**src/rtl/cla_adder_2bit.sv**
```systemverilog
// Registered carry-lookahead adder slice with group propagate/generate outputs.
// Slices are chained through cout/cin to build wider adders.
module cla_adder_2bit #(
  parameter int WIDTH = 2
) (
  input  logic             clk,
  input  logic             rst,
  input  logic [WIDTH-1:0] a,
  input  logic [WIDTH-1:0] b,
  input  logic             cin,
  output logic [WIDTH-1:0] s,
  output logic             cout,
  output logic             cin_last,
  output logic             grp_p,
  output logic             grp_g
);

  logic [WIDTH-1:0] p;
  logic [WIDTH-1:0] g;
  logic [WIDTH:0]   c;
  logic             term;
  logic             genOnly;
  logic             grpGen;

  assign p = a ^ b;
  assign g = a & b;

  // Each carry is a flat sum of products over g, p and cin (no ripple chain).
  // The generate-only part of the top carry doubles as the group generate.
  always_comb begin
    c       = '0;
    term    = 1'b0;
    genOnly = 1'b0;
    grpGen  = 1'b0;
    c[0]    = cin;
    for (int i = 0; i < WIDTH; i++) begin
      genOnly = 1'b0;
      for (int j = 0; j <= i; j++) begin
        term = g[j];
        for (int k = j + 1; k <= i; k++) begin
          term = term & p[k];
        end
        genOnly = genOnly | term;
      end
      term = cin;
      for (int k = 0; k <= i; k++) begin
        term = term & p[k];
      end
      c[i+1] = genOnly | term;
      if (i == WIDTH - 1) begin
        grpGen = genOnly;
      end
    end
  end

  always_ff @(posedge clk) begin
    if (rst) begin
      s        <= '0;
      cout     <= 1'b0;
      cin_last <= 1'b0;
      grp_p    <= 1'b0;
      grp_g    <= 1'b0;
    end else begin
      s        <= p ^ c[WIDTH-1:0];
      cout     <= c[WIDTH];
      cin_last <= c[WIDTH-1];
      grp_p    <= &p;
      grp_g    <= grpGen;
    end
  end

endmodule

```
**config.mk**
```make
export PLATFORM = sky130hd
export DESIGN_NAME = cla_adder_2bit
export DESIGN_NICKNAME = d
export VERILOG_FILES = /design/src/rtl/cla_adder_2bit.sv
export SDC_FILE = /design/constraint.sdc
export NUM_CORES = 1
export LEC_CHECK = 0
export CAP_MARGIN = 20
export CORE_AREA = 2 2 39 41
export CTS_BUF_LIST = sky130_fd_sc_hd__clkbuf_4
export CTS_CLUSTER_SIZE = 16
export DETAILED_ROUTE_END_ITERATION = 8
export DIE_AREA = 0 0 41 43
export DONT_BUFFER_PORTS = 1
export SKIP_CTS_REPAIR_TIMING = 1
export SLEW_MARGIN = 20
export SYNTH_ARGS = -nofsm -noshare
export SYNTH_HDL_FRONTEND = slang
export SYNTH_SLANG_ARGS = --single-unit
export TNS_END_PERCENT = 50
```
**constraint.sdc**
```tcl
create_clock -name clk -period 1.4 [get_ports clk]
set_clock_uncertainty 0.1 [all_clocks]
set_input_delay 0.21 -clock clk [delete_from_list [all_inputs] [get_ports clk]]
set_output_delay 0.21 -clock clk [all_outputs]
set_load 0.01 [all_outputs]
```
==> results.txt, run 1 <==
Most frequent cell after synthesis -> dfxtp_1
Global-route wire length before repair -> 572 um
Avg WL per Cell -> 9.75 um
Main synth FF type -> dfxtp_1
Max-slew headroom -> 88.1%
Library cells used by synthesis -> 10
EDFF count, synth -> 0
Hold WS -> 0.0993 ns
Root Driver -> clkbuf_4
Diode count -> 0
Setup violations, final -> 0
Synth Cell Area -> 235 um^2
Seq/Total Area, Yosys -> 51.1%
Crit path kind -> flip-flop to primary output
Die Wd -> 41 um
Initial antenna violation count -> 0
FFs w/ async S/R, synth -> 0%
Outcome -> finished clean
Switching part of the total -> 20.9%
Worst Tran Pin Value -> 0.179 ns
Share of cells above drive strength 1 -> 16.7%
CTS Buffer Depth -> 2
Syn Inst Count -> 20
Clk pwr share -> 38.8%
Worst setup EP type -> primary output
Final Max Slew Viols -> 0
Final instance area -> 288 um^2
Placed Instances -> 36
CTS clk-pin slew, worst paths -> 0.04 ns
Final Hold Vio Count -> 0
Peak VDD IR -> 0.220 mV
Vias per cell -> 3.58
Post-layout util -> 20.8%
Final worst slack -> 0.501 ns
Area of the core -> 1380 um^2
Routability cong. -> 0.684
First-pass DRT Iterations -> 2
Top Ports -> 13
Post-synth top cells -> dfxtp_1, ha_1, a21oi_1, nor2_1, nor2b_1
Row cnt -> 14
Dpl ws -> 0.308 ns
CTS tree -> built
Syn nets -> 31
Antenna-violating nets left -> 0
Final cell count without fillers -> 40
Critical path arrival -> 0.59 ns
Post-synth top area share -> 51.1%
Drt total wl -> 390 um
H-tree depth -> 1
RSZ-0062 raised after global routing -> false
Post-DP HPWL -> 333 um
Leak -> 0.122 nW
Syn. warnings -> 0
Total Neg Setup Slack -> 0 ns
Tot Pwr -> 0.382 mW
CP Data Required Time -> 1.09 ns
Flop pwr share -> 51.9%
Tot GR Track Use -> 5.53%
Largest net degree at the start of global routing -> 7
Via count -> 143
Post-Place Cell Area -> 255 um^2
Internal -> 0.302 mW
Hold crit path type -> primary input to flip-flop
Die height -> 43 um
Die area -> 1760 um^2
Crit-path max FO -> 1
Drt drc -> 0
Max cap viols -> 0
Register bit total from synthesis -> 6
Grt ovf -> 0
F_max -> 1.11 GHz
Top post-synthesis cells by area -> dfxtp_1, ha_1, fa_1, nor2b_1, a21oi_1
Final worst-path cycle share -> 64.2%
Number of global-route vias before repair -> 171
Initial core utilization -> 17.0%
Startpoint Class -> flip-flop
Clk sink count -> 6
Dominant cell type by area after synthesis -> dfxtp_1
TritonCTS Buffers -> 3
Final min period -> 0.899 ns
Logic pwr share -> 9.3%
PD cells -> 1330 nW/um^2
Area grow syn2layout -> 22.3%
Sw Pwr -> 0.0800 mW
Nets -> 37
DR iter-0 viols -> 1
Avg Synthesized Cell Area -> 11.8 um^2
Port-buffer cells -> 0
registers in the layout (all words and copies together) (netlist names):
signal / count
cin_last: 1
cout: 1
grp_g: 1
grp_p: 1
s: 2
per-layer routing:
| layer | GRT usage [%] | vias to the layer above | wire length [um] |
|---|---|---|---|
| li1 | - | 73 | - |
| met1 | 2.91 | 62 | 100 |
| met2 | 7.81 | 8 | 212 |
| met3 | 3.14 | 0 | 77 |
| met4 | 10.0 | 0 | 0 |
| met5 | 0 | - | 0 |
placed cells by master (no fill, tap or decap):
master and count:
dlygate4sd3_1 1, xnor2_1 1, nor2_1 2, clkbuf_4 3, o21ai_1 1, ha_1 3, a21oi_1 2, and3b_2 1
nor2b_1 2, inv_1 1, fa_1 1, dfxtp_1 6
power groups by stage:
stage	logic (mW)	clock network, mW	registers (mW)
after floorplan	0.0277	0	0.200
after global placement	0.0317	0	0.202
after detailed placement	0.0327	0	0.202
after CTS	0.0327	0.160	0.199
after global routing	0.0438	0.160	0.200
final	0.0355	0.148	0.198
final timing paths:
check,cells past startpoint,from,slack (ns),to
worst min-delay path,1,rst,0.1,grp_p$_SDFF_PP0_
worst max-delay path,0,grp_p$_SDFF_PP0_,0.50,grp_p
logic make-up (layout without fill, tap and decap cells):
kind of cell / Yosys count / in the layout / synth area share (%)
buf+inv: 1 / 5 / 1.59
fa+ha+maj: 4 / 4 / 24.5
xor+xnor: 1 / 1 / 3.72
flops: 6 / 6 / 51.1
compound gates: 3 / 3 / 6.38
simple gates: 5 / 5 / 12.8
area by class of cell:
| type | count | area (um^2) |
|---|---|---|
| repair buffers | 1 | 10.0 |
| well taps | 16 | 20.0 |
| clock buffers | 3 | 22.5 |
| fillers | 153 | 1100 |
| inverters | 1 | 3.75 |
| multi-input cells | 13 | 111 |
| flip-flops and latches | 6 | 120 |
Note: power is estimated with default switching activity, not from simulation.
==> inputs of run 2 (changes only) <==
==> constraint.sdc (replaced) <==
create_clock -name clk -period 0.8 [get_ports clk]
set_clock_uncertainty 0.1 [all_clocks]
set_input_delay 0.12 -clock clk [delete_from_list [all_inputs] [get_ports clk]]
set_output_delay 0.12 -clock clk [all_outputs]
set_load 0.01 [all_outputs]
==> results.txt, run 2 (synthesis results as in run 1) <==
Crit-path max FO -> 1
Top Ports -> 13
Drt total wl -> 379 um
Nets -> 36
Internal -> 0.537 mW
Multi-input logic area -> 129 um^2
Flop pwr share -> 51.7%
Worst Tran Pin Value -> 0.145 ns
Port-buffer cells -> 0
Final cell count without fillers -> 39
Die area -> 1760 um^2
Commonest non-fill, non-tap cell in the layout -> dfxtp_2
CTS tree -> built
Failing checks -> negative hold slack
First-pass DRT Iterations -> 2
Global-route wire length before repair -> 600 um
Antenna-violating nets left -> 0
Number of global-route vias before repair -> 165
CTS Buffer Depth -> 2
Setup violations, final -> 0
Critical path arrival -> 0.57 ns
Area grow syn2layout -> 28.7%
Grt ovf -> 0
Hold crit path type -> primary input to flip-flop
FF/Latch Area -> 128 um^2
Post-DP HPWL -> 325 um
Tot Pwr -> 0.681 mW
Final Max Slew Viols -> 0
Max cap viols -> 0
Avg WL per Cell -> 9.72 um
CP Data Required Time -> 0.58 ns
Clk sink count -> 6
Sw Pwr -> 0.145 mW
Die height -> 43 um
Row cnt -> 14
Routability cong. -> 0.533
Switching part of the total -> 21.2%
Crit path kind -> flip-flop to primary output
H-tree depth -> 1
CTS clk-pin slew, worst paths -> 0.04 ns
Leading cell types in the layout, fill and taps excluded -> dfxtp_2, clkbuf_4, nor2b_1, nor2_1, a21oi_1
Largest net degree at the start of global routing -> 7
Initial antenna violation count -> 0
Area of the core -> 1380 um^2
Peak VDD IR -> 0.275 mV
Max-slew headroom -> 90.3%
Logic pwr share -> 9.3%
F_max -> 1.26 GHz
TritonCTS Buffers -> 3
Outcome -> finished with violations
Final Hold Vio Count -> 5
Post-layout util -> 21.9%
Share of cells above drive strength 1 -> 56.5%
Max reg flops -> 2
Placed Instances -> 36
Startpoint Class -> flip-flop
Worst setup EP type -> primary output
Drt drc -> 0
DR iter-0 viols -> 3
Root Driver -> clkbuf_4
Die Wd -> 41 um
PD cells -> 2250 nW/um^2
Diode count -> 0
Initial core utilization -> 17.0%
Vias per cell -> 3.90
Hold WS -> -0.158 ns
Layout filler cell count -> 154
Via count -> 152
Clk pwr share -> 39.0%
Top reg by flops -> s
RSZ-0062 raised after global routing -> true
Final worst-path cycle share -> 99.3%
Tot GR Track Use -> 5.60%
Final min period -> 0.795 ns
Leak -> 0.117 nW
## run 2: area by class of cell
| cell class | count | area share (%) |
|---|---|---|
| tap | 16 | 6.61 |
| sequential | 6 | 42.1 |
| clock buffer | 3 | 7.44 |
| inverter | 1 | 1.24 |
| multi-input combinational | 13 | 42.6 |
## run 2: layer usage
layer  global-route usage, %  wire length, um  vias to the layer above
met3                       0               28                        2
li1                        -                -                       71
met5                       0                0                        -
met2                    8.75              207                       10
met1                    4.13              124                       69
met4                    10.0               19                        0
## run 2: path summary, 6_finish.rpt
kind | start | to | slack, ns | cells after the start
max | grp_g$_SDFF_PP0_ | grp_g | 0.005 | 0
min | rst | s[1]$_SDFF_PP0_ | -0.16 | 1
## run 2: stage by stage
stage | hold slack [ns] | setup WS [ns] | area (um^2) | TNS (ns)
finish | -0.158 | 0.00525 | 303 | 0
CTS | -0.156 | -0.0280 | 295 | -0.119
floorplan | 0.0891 | -0.114 | 253 | -0.377
global placement | 0.0931 | -0.142 | 273 | -0.561
global route | -0.162 | -0.0173 | 303 | -0.0716
detailed placement | 0.0974 | -0.162 | 273 | -0.625
## run 2: power by group through the flow
stage / Sequential, mW / Clock [mW] / Combinational (mW)
floorplan: 0.350 / 0 / 0.0527
global placement: 0.353 / 0 / 0.0656
detailed placement: 0.353 / 0 / 0.0661
CTS: 0.347 / 0.280 / 0.0656
global route: 0.357 / 0.285 / 0.0755
finish: 0.352 / 0.266 / 0.0635
==> inputs of run 3 (changes only) <==
--- a/config.mk
+++ b/config.mk
@@ -8,7 +8,6 @@
 export CAP_MARGIN = 20
 export CORE_AREA = 2 2 39 41
 export CTS_BUF_LIST = sky130_fd_sc_hd__clkbuf_4
-export CTS_CLUSTER_SIZE = 16
 export DETAILED_ROUTE_END_ITERATION = 8
 export DIE_AREA = 0 0 41 43
 export DONT_BUFFER_PORTS = 1
==> results of run 3 <==
No change in the layout: final DEF, timing and power equal those of run 2.
==> variant 1 (flow settings as in run 2) <==
Put one more register stage on the output `cout`, without a reset. The value now appears one clock later. The other outputs are not delayed to match.
--- a/src/rtl/cla_adder_2bit.sv
+++ b/src/rtl/cla_adder_2bit.sv
@@ -14,6 +14,8 @@
   output logic             grp_p,
   output logic             grp_g
 );
+
+  logic cout_s0;
 
   logic [WIDTH-1:0] p;
   logic [WIDTH-1:0] g;
@@ -56,18 +58,22 @@
   always_ff @(posedge clk) begin
     if (rst) begin
       s        <= '0;
-      cout     <= 1'b0;
+      cout_s0  <= 1'b0;
       cin_last <= 1'b0;
       grp_p    <= 1'b0;
       grp_g    <= 1'b0;
     end else begin
       s        <= p ^ c[WIDTH-1:0];
-      cout     <= c[WIDTH];
+      cout_s0  <= c[WIDTH];
       cin_last <= c[WIDTH-1];
       grp_p    <= &p;
       grp_g    <= grpGen;
     end
   end
 
+  always_ff @(posedge clk) begin
+    cout <= cout_s0;
+  end
+
 endmodule
 
Behaviour: not the same (a bounded check fails within 4 cycles, from zero or initial values and one cycle with rst high).
==> variant 1 against run 2 <==
The run ends with negative hold slack, negative setup slack left. Die area stayed put. Setup slack worse by 0.011 ns. Cell area is 9.1% higher. Wire length is 6.1% higher. Synthesized area is 8.5% higher. Total power is 19% higher. Critical path depth stayed put. Sequential cell count is 1 higher. Critical path type unchanged.
==> variant 1: results (changes against run 2) <==
[timing]
hold_viol_final=6  ; +1
fin_hold_ws_ns=-0.169  ; -0.0111 ns
fin_setup_tns_ns=-0.0151  ; -0.0151 ns
setup_viol=4  ; +4
setup_ws_ns=-0.00590  ; -0.0112 ns

[global_routing]
grt_pass1_vias=179  ; +8.5%
grt_use_total_pct=6.15  ; +0.55 points
grt_pass1_wl_um=655  ; +9.2%

[detailed_routing]
drtIter0Drc=0  ; -3
dr.pass1.iters=1  ; -1
routed-via-count=157  ; +3.3%
routed_wl_um=402  ; +6.1%

[layout]
clk_share_pct=9.09  ; +1.7 points
multi_input_area_share_pct=39.0  ; -3.5 points
instances_no_fill=41  ; +5.1%
sh_seq_area_pct=44.7  ; +2.5 points
final_util_pct=23.9  ; +2.0 points
fillCellCount=150  ; -2.6%
nClkBuffers=4  ; +1
drive_above_1_share_pct=56.0  ; -0.52 points

[outcome]
status=finished with violations
failed_checks=negative hold slack, negative setup slack

[power_and_ir_drop]
powerClk_uw=339  ; +27%
power.density_mw_per_mm2=2450  ; +9.0%
peakVddDrop_mv=0.480  ; +74%
p_leak_nw=0.130  ; +11%
p_int_uw=645  ; +20%
switching_power_uw=165  ; +14%

[logic_synthesis]
syn-mean-instance-area_um2=12.2  ; +3.3%
synth_fp_nets=32  ; +3.2%

[placed_design]
dp_slack_ns=-0.136  ; +0.0256 ns
place_area_um2=293  ; +7.3%

variant 1: final timing paths:
| path | from | endpoint | slack, ns |
|---|---|---|---|
| worst max-delay path | s[1] | s[1] | -0.006 |
| worst min register to register | cout_s0 | cout | 0.22 |
| worst max register to register | cout_s0 | cout | 0.31 |
| worst min-delay path | rst | cin_last | -0.17 |
variant 1: metal layers:
layer / vias up / wire, um / global-route usage (%) / part of all wire, %
li1: 75 / - / - / -
met1: 73 / 138 / 5.21 / 34
met2: 9 / 211 / 7.81 / 52
met3: 0 / 52 / 4.19 / 13
met4: 0 / 0 / 8.00 / 0
met5: - / 0 / 0 / 0
variant 1: logic make-up after synthesis:
| kind of cell | count (synthesis) | share of synthesized area [%] |
|---|---|---|
| fa+ha+maj | 4 | 22.6 |
| compound gates | 3 | 5.88 |
| xor+xnor | 1 | 3.43 |
| simple gates | 5 | 11.8 |
| flops | 7 | 54.9 |
| buf+inv | 1 | 1.47 |
==> variant 2 (flow settings as in run 2) <==
Without the edit above. Set the parameter `WIDTH` to 4 (it was 2).
--- a/src/rtl/cla_adder_2bit.sv
+++ b/src/rtl/cla_adder_2bit.sv
@@ -1,7 +1,7 @@
 // Registered carry-lookahead adder slice with group propagate/generate outputs.
 // Slices are chained through cout/cin to build wider adders.
 module cla_adder_2bit #(
-  parameter int WIDTH = 2
+  parameter int WIDTH = 4
 ) (
   input  logic             clk,
   input  logic             rst,
Ports: changed (resized a, b and s); port bits go from 13 to 19. The function was not compared with the original's and may differ.
==> variant 2 against run 2 <==
The run ends with negative setup slack left. Synthesized cell count grew 75%. Synthesized area grew 59%. Sequential cell count up 2. Setup slack got worse by 0.23 ns. Cell area up 79%. Global-route usage increased by 3.8 points. Maximum frequency decreased by 23%. Wire length increased by 110%. Total power grew 47%. Sequential share of layout area decreased by 12 points.
==> variant 2: results (changes against run 2) <==
[power_and_ir_drop]
p_int_uw=744  ; +39%
sequentialPowerShare_pct=47.2  ; -4.5 points
netSwitchingFraction_pct=25.6  ; +4.4 points
peakVddDrop_mv=0.320  ; +16%
p_leak_nw=0.231  ; +97%
powerComb_uw=228  ; +260%

[layout]
insertedDiodeCount=0  ; unchanged
drive_above_1_share_pct=48.9  ; -7.6 points
top_register=s
largest_register_ffs=4  ; +2
nets=64  ; +78%
fillCellCount=138  ; -10%

[outcome]
failed_checks=negative setup slack
status=finished with violations

[logic_synthesis]
yosysSeqAreaShare_pct=42.8  ; -8.3 points
yosys_warnings=0  ; unchanged
yosys-top-cells-area=dfxtp_1 43%, ha_1 17%, nor3_1 6.7%
synth_common_cells=8 x dfxtp_1, 5 x ha_1, 5 x nor2_1, 5 x nor3_1, 3 x o21a_1
async_reset_ff_share_pct=0  ; unchanged
synth_fp_nets=52  ; +68%
synthDistinctLibCells=14  ; +4
synthFlopType=dfxtp_1

[critical_path]
crit_arrival_ns=1.08  ; +0.51 ns
cp_max_fo=3  ; +2

[timing]
setup_viol=12  ; +12
fin_setup_tns_ns=-1.06  ; -1.06 ns
worst_slew_pin_slew_ns=0.289  ; +0.144 ns
setup_ws_ns=-0.229  ; -0.234 ns

[placed_design]
hpwl_um=548  ; +69%
place.gp.congestion=0.644  ; +21%
place_area_um2=464  ; +70%
port_buffers=0  ; unchanged

[global_routing]
grt_pass1_vias=279  ; +69%
grt.overflow.total=0  ; unchanged
antenna_found_initial=0  ; unchanged
grt_pass1_wl_um=1080  ; +81%
grt_max_degree=9  ; +2
grt_use_total_pct=9.42  ; +3.8 points

[clock_tree]
cts.path.max_buffers=2  ; unchanged
cts_made_buffers=3  ; unchanged
htree_levels=1  ; unchanged
clockRootBuffer=clkbuf_4
path_clk_slew_ns=0.05

[hold_path]
min_path_type=in -> reg

[detailed_routing]
drtIter0Drc=4  ; +1
wl_per_cell_um=13.0  ; +33%
routed-via-count=308  ; +100%
dr.pass1.iters=2  ; unchanged

## variant 2: changes by cell type after synthesis, moves of 2 or more
cell	delta
a21oi_1	-2
dfxtp_1	+2
ha_1	+2
nor2_1	+3
nor3_1	+5
o21a_1	+3
## variant 2: per-stage QoR
stage                     instances  setup WS [ns]
after floorplan                  35         -0.457
after global placement           57         -0.491
after detailed placement         57         -0.492
after CTS                        60         -0.226
after global routing             61         -0.254
final                            61         -0.229
## variant 2: layout make-up
cell class,instances,area [um^2],area share (%)
clock buffers,3,22.5,4.15
flip-flops and latches,8,166,30.6
repair buffers,7,55.1,10.1
well taps,16,20.0,3.69
multi-input cells,27,279,51.4
## variant 2: critical path: stages
cell and delay, ns:
ha_4 0.23, ha_4 0.16, o211a_1 0.22, o21a_1 0.18, o21ba_1 0.17
## variant 2: path summary, 6_finish.rpt
check,slack [ns],depth (start not counted),startpoint,endpoint
max,-0.23,5,a[0],cout
min,0.05,2,cin,s[0]
## variant 2: cells by family (layout without fill, tap and decap cells)
logic type | Yosys count | count (layout) | share of synthesized area, %
AO/OA/AOI/OAI | 8 | 8 | 17.7
XOR/XNOR | 1 | 1 | 2.34
adder cells (fa/ha/maj) | 6 | 6 | 22.1
buffers and inverters | 0 | 10 | 0
flip-flops | 8 | 8 | 42.8
AND/OR/NAND/NOR | 12 | 12 | 15.1
## variant 2: layer usage
| metal | global-route usage [%] | share of wire (%) | vias to the layer above |
|---|---|---|---|
| met5 | 0 | 0 | - |
| met4 | 10.0 | 2.7 | 0 |
| met3 | 1.05 | 2.9 | 2 |
| met2 | 15.0 | 56 | 10 |
| met1 | 9.27 | 38 | 147 |
| li1 | - | - | 149 |
